<file path="src/rtl/dry_gen_pkg.sv">
// Shared types and helpers for the dry visualiser envelope logic.
//   intensity_t  : 8-bit unsigned envelope value
//   env_state_t  : envelope controller FSM states
//   idx_width()  : index width for n instruments, never below 1 bit
package dry_gen_pkg;

    localparam int DEF_INSTRUMENT_COUNT = 3;

    typedef logic [7:0] intensity_t;

    typedef enum logic [1:0] {
        IDLE   = 2'd0,
        DECAY  = 2'd1,
        COMMIT = 2'd2
    } env_state_t;

    function automatic int idx_width(input int n);
        return (n <= 1) ? 1 : $clog2(n);
    endfunction

endpackage

</file>
<file path="src/rtl/inst_envelope_ctrl_if.sv">
// Trigger channel into the envelope controller.
//   trig_valid    : master -> slave, request
//   trig_ready    : slave -> master, transfer happens when valid && ready
//   trig_idx      : master -> slave, instrument index
//   trig_velocity : master -> slave, trigger strength 0..255
// Handshake: a transfer occurs on every rising clock edge where trig_valid
// and trig_ready are both high. Once trig_valid is raised the master holds
// trig_valid, trig_idx and trig_velocity stable until that edge. trig_ready
// may be high with no request pending and carries no other meaning.
interface inst_envelope_ctrl_if #(
    parameter int IDX_W = 2
) ();

    logic             trig_valid;
    logic             trig_ready;
    logic [IDX_W-1:0] trig_idx;
    logic [7:0]       trig_velocity;

    modport master (
        output trig_valid,
        output trig_idx,
        output trig_velocity,
        input  trig_ready
    );

    modport slave (
        input  trig_valid,
        input  trig_idx,
        input  trig_velocity,
        output trig_ready
    );

endinterface

</file>
<file path="src/rtl/env_decay_step.sv">
// One decay step for a single envelope (purely combinational).
//   value_i : current envelope value
//   fresh_i : instrument was triggered since the last commit -> hold value
//   next_o  : value - max(value >> DECAY_SHIFT, 1), saturating at 0
module env_decay_step
    import dry_gen_pkg::*;
#(
    parameter int DECAY_SHIFT = 3
) (
    input  intensity_t value_i,
    input  logic       fresh_i,
    output intensity_t next_o
);

    intensity_t step;

    always_comb begin
        step = value_i >> DECAY_SHIFT;
        // Small values would otherwise never reach zero.
        if (step == '0) begin
            step = 8'd1;
        end
        // step <= value_i whenever value_i >= 1, so no underflow is possible.
        if (fresh_i || (value_i == '0)) begin
            next_o = value_i;
        end else begin
            next_o = value_i - step;
        end
    end

endmodule

</file>
<file path="src/rtl/inst_envelope_ctrl.sv">
// Per-instrument intensity envelope controller for the dry visualiser.
// Triggers raise an instrument's working envelope (unsigned max with the
// velocity). Each new_frame starts one serial decay pass (one instrument
// per cycle) followed by a COMMIT cycle that copies every working value to
// inst_intensity at once, so the video path sees a frame-stable bus.
//   clk, rst_n      : clock, asynchronous active-low reset
//   new_frame       : one-cycle frame tick
//   trig            : trigger channel (slave side), ready only in IDLE
//   inst_intensity  : committed envelope per instrument
//   commit          : one-cycle pulse with the first cycle of new values
//   frame_overrun   : one-cycle pulse after a new_frame dropped while busy
//   busy            : FSM not in IDLE
//   dbg_state       : current FSM state
module inst_envelope_ctrl
    import dry_gen_pkg::*;
#(
    parameter int INSTRUMENT_COUNT = DEF_INSTRUMENT_COUNT,
    parameter int DECAY_SHIFT      = 3
) (
    input  logic                  clk,
    input  logic                  rst_n,
    input  logic                  new_frame,
    inst_envelope_ctrl_if.slave   trig,
    output intensity_t            inst_intensity [INSTRUMENT_COUNT],
    output logic                  commit,
    output logic                  frame_overrun,
    output logic                  busy,
    output env_state_t            dbg_state
);

    localparam int IDX_W = idx_width(INSTRUMENT_COUNT);
    localparam int PTR_W = idx_width(INSTRUMENT_COUNT);
    localparam logic [PTR_W-1:0] LAST_PTR = PTR_W'(INSTRUMENT_COUNT - 1);

    env_state_t                  state_q, state_d;
    logic [PTR_W-1:0]            ptr_q, ptr_d;
    intensity_t                  work_q [INSTRUMENT_COUNT];
    intensity_t                  work_d [INSTRUMENT_COUNT];
    logic [INSTRUMENT_COUNT-1:0] fresh_q, fresh_d;
    intensity_t                  intensity_q [INSTRUMENT_COUNT];
    intensity_t                  intensity_d [INSTRUMENT_COUNT];
    logic                        commit_q, commit_d;
    logic                        overrun_q, overrun_d;

    logic       trig_accept;
    intensity_t cur_value;
    logic       cur_fresh;
    intensity_t cur_next;

    assign trig.trig_ready = (state_q == IDLE);
    assign trig_accept     = trig.trig_valid && (state_q == IDLE);

    // Select the instrument under the decay pointer for the shared step unit.
    always_comb begin
        cur_value = '0;
        cur_fresh = 1'b0;
        for (int i = 0; i < INSTRUMENT_COUNT; i++) begin
            if (ptr_q == PTR_W'(i)) begin
                cur_value = work_q[i];
                cur_fresh = fresh_q[i];
            end
        end
    end

    env_decay_step #(
        .DECAY_SHIFT (DECAY_SHIFT)
    ) u_decay_step (
        .value_i (cur_value),
        .fresh_i (cur_fresh),
        .next_o  (cur_next)
    );

    always_comb begin
        state_d     = state_q;
        ptr_d       = ptr_q;
        work_d      = work_q;
        fresh_d     = fresh_q;
        intensity_d = intensity_q;
        commit_d    = 1'b0;
        overrun_d   = 1'b0;

        case (state_q)
            IDLE: begin
                // Trigger lands before a same-cycle frame tick, so the pass
                // that follows sees the merged value with fresh set.
                if (trig_accept) begin
                    for (int i = 0; i < INSTRUMENT_COUNT; i++) begin
                        if (trig.trig_idx == IDX_W'(i)) begin
                            fresh_d[i] = 1'b1;
                            if (trig.trig_velocity > work_q[i]) begin
                                work_d[i] = trig.trig_velocity;
                            end
                        end
                    end
                end
                if (new_frame) begin
                    state_d = DECAY;
                    ptr_d   = '0;
                end
            end

            DECAY: begin
                for (int i = 0; i < INSTRUMENT_COUNT; i++) begin
                    if (ptr_q == PTR_W'(i)) begin
                        work_d[i] = cur_next;
                    end
                end
                if (ptr_q == LAST_PTR) begin
                    state_d = COMMIT;
                end else begin
                    ptr_d = ptr_q + PTR_W'(1);
                end
                overrun_d = new_frame;
            end

            COMMIT: begin
                intensity_d = work_q;
                fresh_d     = '0;
                commit_d    = 1'b1;
                state_d     = IDLE;
                overrun_d   = new_frame;
            end

            default: begin
                state_d = IDLE;
            end
        endcase
    end

    always_ff @(posedge clk or negedge rst_n) begin
        if (!rst_n) begin
            state_q   <= IDLE;
            ptr_q     <= '0;
            fresh_q   <= '0;
            commit_q  <= 1'b0;
            overrun_q <= 1'b0;
            for (int i = 0; i < INSTRUMENT_COUNT; i++) begin
                work_q[i]      <= '0;
                intensity_q[i] <= '0;
            end
        end else begin
            state_q   <= state_d;
            ptr_q     <= ptr_d;
            fresh_q   <= fresh_d;
            commit_q  <= commit_d;
            overrun_q <= overrun_d;
            for (int i = 0; i < INSTRUMENT_COUNT; i++) begin
                work_q[i]      <= work_d[i];
                intensity_q[i] <= intensity_d[i];
            end
        end
    end

    assign inst_intensity = intensity_q;
    assign commit         = commit_q;
    assign frame_overrun  = overrun_q;
    assign busy           = (state_q != IDLE);
    assign dbg_state      = state_q;

endmodule

</file>
<file path="src/flat_wrapper.sv">
// flat-port wrapper written by rule: the top's interface ports become plain ports
module inst_envelope_ctrl_flat import dry_gen_pkg::*;
#(
    parameter int INSTRUMENT_COUNT = DEF_INSTRUMENT_COUNT,
    parameter int DECAY_SHIFT      = 3
)
  (clk, rst_n, new_frame, inst_intensity, commit, frame_overrun, busy, dbg_state, trig_trig_valid, trig_trig_idx, trig_trig_velocity, trig_trig_ready);
  inst_envelope_ctrl_if #(.IDX_W(2)) trig_i ();
  input  logic clk;
  input  logic rst_n;
  input  logic new_frame;
  output intensity_t inst_intensity[INSTRUMENT_COUNT];
  output logic commit;
  output logic frame_overrun;
  output logic busy;
  output env_state_t dbg_state;
  input wire logic [$bits(trig_i.trig_valid)-1:0] trig_trig_valid;
  input wire logic [$bits(trig_i.trig_idx)-1:0] trig_trig_idx;
  input wire logic [$bits(trig_i.trig_velocity)-1:0] trig_trig_velocity;
  output wire logic [$bits(trig_i.trig_ready)-1:0] trig_trig_ready;
  assign trig_i.trig_valid = trig_trig_valid;
  assign trig_i.trig_idx = trig_trig_idx;
  assign trig_i.trig_velocity = trig_trig_velocity;
  assign trig_trig_ready = trig_i.trig_ready;
  inst_envelope_ctrl #(.INSTRUMENT_COUNT(INSTRUMENT_COUNT), .DECAY_SHIFT(DECAY_SHIFT)) u_core (.clk(clk), .rst_n(rst_n), .new_frame(new_frame), .trig(trig_i), .inst_intensity(inst_intensity), .commit(commit), .frame_overrun(frame_overrun), .busy(busy), .dbg_state(dbg_state));
endmodule
</file>
<file path="config.mk">
export PLATFORM = sky130hd
export DESIGN_NAME = inst_envelope_ctrl_flat
export DESIGN_NICKNAME = d
export VERILOG_FILES = /design/src/rtl/dry_gen_pkg.sv /design/src/rtl/inst_envelope_ctrl_if.sv /design/src/rtl/env_decay_step.sv /design/src/rtl/inst_envelope_ctrl.sv /design/src/flat_wrapper.sv
export SDC_FILE = /design/constraint.sdc
export NUM_CORES = 1
export LEC_CHECK = 0
export ABC_AREA = 1
export CORE_ASPECT_RATIO = 0.6
export CORE_MARGIN = 1.5
export CORE_UTILIZATION = 36
export DETAILED_ROUTE_END_ITERATION = 6
export GPL_TIMING_DRIVEN = 1
export SETUP_SLACK_MARGIN = 0.4
export SYNTH_ARGS = -nofsm -noshare
export SYNTH_HDL_FRONTEND = slang
export SYNTH_SLANG_ARGS = --single-unit
</file>
<file path="constraint.sdc">
create_clock -name clk -period 3.3 [get_ports clk]
set_input_delay 0.495 -clock clk [delete_from_list [all_inputs] [get_ports clk]]
set_output_delay 0.495 -clock clk [all_outputs]
set_load 0.05 [all_outputs]
</file>
==> metrics.yaml, run 1 <==
status: "finished, final reports clean"
maxUsedRoutingLayer: "met4"
wl_mm: 10.9
drv_cap: 0
clk_pin_slew_ns: 0.05
antenna_found_initial: 0
dr.first_iter.drc_count: 259
ios: 44
grt_max_degree: 51
wl_met2_mm: 4.45
clk_latency_ns: 0.34
setup_violations: 0
numCtsBuffers: 9
via_per_inst: 5.03
netlist_top_cells_count: "nand2_1, dfrtp_1, inv_1"
dieHeight_um: 81.7
grt_pass1_vias: 3176
critPathArrivalTime_ns: 3.01
final_antenna_net_count: 0
dp_hpwl_mm: 8.04
synth_warnings: 0
max_stage_delay_ns: 0.37
synthToLayoutAreaGrowth_pct: 30.1
num_vias: 3408
grt_setup_unrepaired: "false"
yosysMostFrequentCell: "nand2_1"
post-route-min-period_ns: 2.79
slew_headroom_pct: 55.7
cts_tree: "yes"
finalSetupTns_ns: 0
ys_types: 36
report.final.slew_viol_count: 0
synth_seq_area_share_pct: 38.4
crit_fanout: 7
synth_edf_count: 0
netlist.area_leader.share_pct: 38.4
rows: 28
m1WireLength_mm: 5.61
postSynth.topFlopCell: "dfrtp_1"
overflow: 0
place_congestion: 0.899
core_mm2: 0.00995
postSynthAreaPerCell_um2: 7.88
path_cells: "inv_2, buf_12, ha_4, buf_6, a21oi_1, nand2_1, nand2_2, o21ai_2, ha_2, fa_2, nand3b_1, nand2_2, xnor2_1, nand3_1, nand3_2, nand2_2, nand2_1, nand2_1"
n_antenna_cell: 0
final_layout_size_suffix_gt1_share_pct: 18.8
critPathCaptureType: "flop"
synth_seq_cells: 57
numClockSinks: 57
skew_ns: 0.00378
drt_first_pass_iters: 5
synthesis.nets: 522
cts_htree_levels: 3
cp.required_ns: 3.52
max_freq_mhz: 359
wl_per_cell_um: 16.1
hold_path_class: "in2async"
start_kind: "flop"
clockBufferDepth: 2
finalHoldViolCount: 0
synth_area_leader_cell: "dfrtp_1"
grt_pass1_wl_mm: 17.2
crit_type: "reg2reg"
route.met3.wl_um: 731
initial_core_util_pct: 37.4
drc: 0
layout.nets: 588
die_w_um: 134
cp_slowest_cell: "dfrtp_1"
cts-root-buf: "clkbuf_16"
synthCells: 472
worstMarginPinSlew_ns: 0.664
synth_area_leaders: "dfrtp_1, nand2_1, ha_1"
dieArea_mm2: 0.0110
synth.cell_area_mm2: 0.00372
fin_crit_sh_pct: 84.5
async_reset_ff_share_pct: 100
grtUsageTotal_pct: 20.8
port_buffers: 43
## cells by family (layout without fill, tap and decap cells)
group	count (synthesis)	in the layout	synth area share, %
AO/OA/AOI/OAI	71	71	10.7
XOR/XNOR	4	4	0.943
adder cells (fa/ha/maj)	36	36	12.3
buffers and inverters	65	136	6.97
flip-flops	57	57	38.4
multiplexers	3	3	0.909
AND/OR/NAND/NOR	236	236	29.8
## routing by layer
metal	vias to the layer above	GRT usage, %
met5	-	0
met4	0	5.59
met3	10	5.06
met2	117	29.9
met1	1622	30.9
li1	1659	-
## state kept, by name (all words and copies together) (netlist names)
signal                 flops
u_core.inst_intensity     24
u_core.frame_overrun       1
u_core.ptr_q               2
u_core.dbg_state           2
u_core.fresh_q             3
u_core.commit              1
u_core.work_q             24
## layout by cell type, fill, tap and decap left out, types with 2 or more instances in the layout
cell type	n
nand2_2	25
nand3_1	30
nor2_4	3
nor2_1	40
buf_4	18
ha_4	3
dfrtp_1	57
nand3_2	9
ha_1	31
nand2_4	3
a31oi_1	3
xor2_1	2
buf_6	2
xnor2_1	2
o21ai_0	10
nand2_1	115
or2_2	3
mux2_2	3
a21oi_1	48
clkinv_2	3
inv_2	5
clkbuf_16	9
a21oi_2	3
clkdlybuf4s50_1	42
o21bai_1	2
buf_12	2
bufinv_16	2
nand4_1	3
inv_1	49
## repair_timing
| action | 4_1_cts | 5_1_grt |
|---|---|---|
| hold buffers | 0 | 0 |
| endpoints found under the setup margin | 6 | 6 |
| resized for setup | 9 | 15 |
| gates cloned | 0 | 0 |
| pin swaps | 1 | 10 |
| buffers inserted | 2 | 12 |
## layout make-up
cell class,count,area [um^2]
timing repair buffer,65,623
tap,135,169
clock buffer,10,229
inverter,55,209
multi-input combinational,350,2100
sequential,57,1430
fill,964,5110
clock inverter,6,82.6
## worst paths after layout
kind	from	endpoint	slack [ns]	cells past startpoint
max in group asynchronous	rst_n	u_core.work_q[0]	2.53	2
hold / removal	rst_n	u_core.ptr_q[1]	0.09	1
hold reg to reg	u_core.work_q[3]	u_core.work_q[3]	0.48	2
setup reg to reg	u_core.ptr_q[0]	u_core.work_q[20]	0.51	18
setup / recovery	u_core.ptr_q[0]	u_core.work_q[20]	0.51	18
min in group clk	u_core.work_q[3]	u_core.work_q[3]	0.48	2
## metrics by stage
step                      hold slack, ns  utilization [%]  cells  setup slack (ns)  cell area (um^2)
after floorplan                    0.199                -    472             0.605              3720
after global placement             0.438             43.5    648             0.335              4330
after detailed placement           0.456             43.5    648             0.254              4330
after CTS                         0.0977             47.2    666             0.437              4700
after global routing               0.111             48.6    678             0.328              4840
final                             0.0890             48.6    678             0.512              4840
## worst max-delay path: cells and delay by family, from the launching register on
kind | cells | cell delay [ns]
flops | 1 | 0.37
compound gates | 2 | 0.20
fa+ha+maj | 3 | 0.75
simple gates | 9 | 0.88
xor+xnor | 1 | 0.12
buf+inv | 3 | 0.35
Power of run 1 is left out: the tool's default activity adds up to more than one toggle a clock period on the data nets, which glitch-free logic cannot reach.
==> run 2: changes to the inputs <==
- clock period: 3.3 -> 2.3 ns (I/O delays scaled with it)
==> run 2 against run 1 <==
Net effect: utilization grew 4.7 points; the run now ends with setup timing left; critical path depth increased by 1; first-iteration DRC count decreased by 21%; clock-buffer cell count up 3; critical endpoint is now u_core.work_q[6].
==> metrics.yaml, run 2 (same netlist as run 1, synthesis figures left out) <==
n_antenna_cell: 0  # unchanged
cts_htree_levels: 3  # unchanged
place_congestion: 0.912  # +1.5%
cts-root-buf: "clkbuf_16"
max_freq_mhz: 389  # +8.4%
clockBufferDepth: 2  # unchanged
final_cells: 715  # +5.5%
crit_fanout: 5  # -2
grtUsageTotal_pct: 20.8  # +0.038 points
final_antenna_net_count: 0  # unchanged
antenna_found_initial: 0  # unchanged
core_mm2: 0.00995  # unchanged
setup_violations: 20  # +20
status: "complete, but fails checks"
grt_pass1_wl_mm: 17.3  # +0.97%
use_met2_pct: 29.2  # -0.72 points
setup_slack_ns: -0.273  # -0.785 ns
slew_headroom_pct: 63.6  # +7.9 points
worstMarginPinSlew_ns: 0.544  # -0.120 ns
dieHeight_um: 81.7  # unchanged
finalHoldViolCount: 0  # unchanged
clk_pin_slew_ns: 0.05  # about the same
skew_ns: 0.00431  # +0.000531 ns
finish.utilization_pct: 53.3  # +4.7 points
fin_area_mm2: 0.00530  # +9.6%
place_ws_ns: -0.281  # -0.536 ns
critPathCaptureType: "flop"
rows: 28  # unchanged
place_area_mm2: 0.00477  # +10%
start_kind: "flop"
numCtsBuffers: 9  # unchanged
initial_core_util_pct: 37.4  # unchanged
grt_pass1_vias: 3281  # +3.3%
report.final.slew_viol_count: 0  # unchanged
dr.first_iter.drc_count: 205  # -21%
clk_latency_ns: 0.33  # about the same
drv_cap: 0  # unchanged
fin_crit_sh_pct: 112  # +27 points
crit_type: "reg2reg"
port_buffers: 43  # unchanged
cp.required_ns: 2.52  # -1.00 ns
via_per_inst: 4.86  # -3.3%
layout.nets: 625  # +6.3%
hold_path_class: "reg2reg"
failed_checks: "setup timing"
overflow: 0  # unchanged
cts_tree: "yes"
dp_hpwl_mm: 8.44  # +4.9%
use_met3_pct: 5.00  # -0.062 points
final_layout_size_suffix_gt1_share_pct: 30.3  # +12 points
dieArea_mm2: 0.0110  # unchanged
ios: 44  # unchanged
place_inst: 684  # +5.6%
grt_setup_unrepaired: "true"
drc: 0  # unchanged
top_usage_layer: "met1"
drt_first_pass_iters: 4  # -1
critPathArrivalTime_ns: 2.79  # -0.22 ns
n_fill_cell: 924  # -4.1%
num_vias: 3475  # +2.0%
final_cell_mix: "nand2_1, dfrtp_1, buf_4, a21oi_1, inv_1"
numClockSinks: 57  # unchanged
grt_max_degree: 50  # -2.0%
synthToLayoutAreaGrowth_pct: 42.6
final_common_cell: "nand2_1"
met1_usage_pct: 32.0  # +1.1 points
wl_per_cell_um: 15.2  # -5.3%
die_w_um: 134  # unchanged
wl_mm: 10.9  # -0.18%
post-route-min-period_ns: 2.57  # -0.215 ns
==> run 2: cell types whose count changed in the layout (fill, tap and decap cells not counted), sizes merged <==
cell	before	now
buf	23	59
clkbuf	10	13
bufinv	2	0
clkdlybuf4s50	42	40
clkdlybuf4s15	0	1
clkinvlp	1	0
dlygate4sd3	0	1
nand2	144	145
==> run 2: critical path: stages, from the launching register on <==
cell      delay (ns)
dfrtp_1         0.38
inv_2           0.12
ha_4            0.19
buf_4           0.15
a21oi_2         0.06
nand2_2         0.07
nand2_4         0.06
nand2_4         0.05
o21ai_2         0.07
ha_4            0.17
fa_2            0.34
nand3b_1        0.18
nand2_2         0.11
nand2_2         0.06
nand4_1         0.08
nand2_1         0.06
nand3_2         0.06
nand3_2         0.10
nand3_2         0.09
nand2_1         0.05
==> run 2: final cells by class <==
class / instances / area (um^2) / share of cell area, %
Clock inverter: 3 / 15.0 / 0.283
Timing Repair Buffer: 101 / 915 / 17.3
Sequential cell: 57 / 1430 / 27.0
Tap cell: 135 / 169 / 3.19
Inverter: 55 / 219 / 4.13
Multi-Input combinational cell: 351 / 2290 / 43.3
Clock buffer: 13 / 260 / 4.91
==> run 2: what timing repair did <==
action	CTS	global route
pin swaps	13	12
cloned	0	1
setup endpoints to repair	25	25
hold buffers	1	0
gates resized for setup	17	19
buffers inserted	8	5
endpoints found under the hold margin	18	0
==> run 2: worst paths after layout <==
path | endpoint | from | cells after the start | slack [ns]
min in group asynchronous | u_core.frame_overrun | rst_n | 2 | 0.52
worst max-delay path | u_core.work_q[6] | u_core.ptr_q[1] | 19 | -0.27
worst max register to register | u_core.work_q[6] | u_core.ptr_q[1] | 19 | -0.27
max in group asynchronous | u_core.inst_intensity[5] | rst_n | 3 | 1.12
worst min register to register | u_core.work_q[5] | u_core.work_q[5] | 2 | 0.48
worst min-delay path | u_core.work_q[5] | u_core.work_q[5] | 2 | 0.48
==> run 2: layer usage <==
layer | vias to the layer above | wire [um] | share of wire, %
met5 | - | 0 | 0
met4 | 0 | 65 | 0.60
met3 | 10 | 876 | 8.1
met2 | 109 | 4180 | 38
met1 | 1618 | 5740 | 53
li1 | 1738 | - | -
==> run 2: per-stage QoR <==
| step | setup TNS (ns) | hold WS (ns) |
|---|---|---|
| 3_3_place_gp | -3.41 | 0.328 |
| 2_1_floorplan | -1.25 | 0.0494 |
| 5_1_grt | -7.44 | 0.509 |
| 3_5_place_dp | -4.42 | 0.331 |
| 4_1_cts | -3.57 | 0.480 |
| 6_report | -3.61 | 0.476 |
Power of run 2 is left out for the same reason.
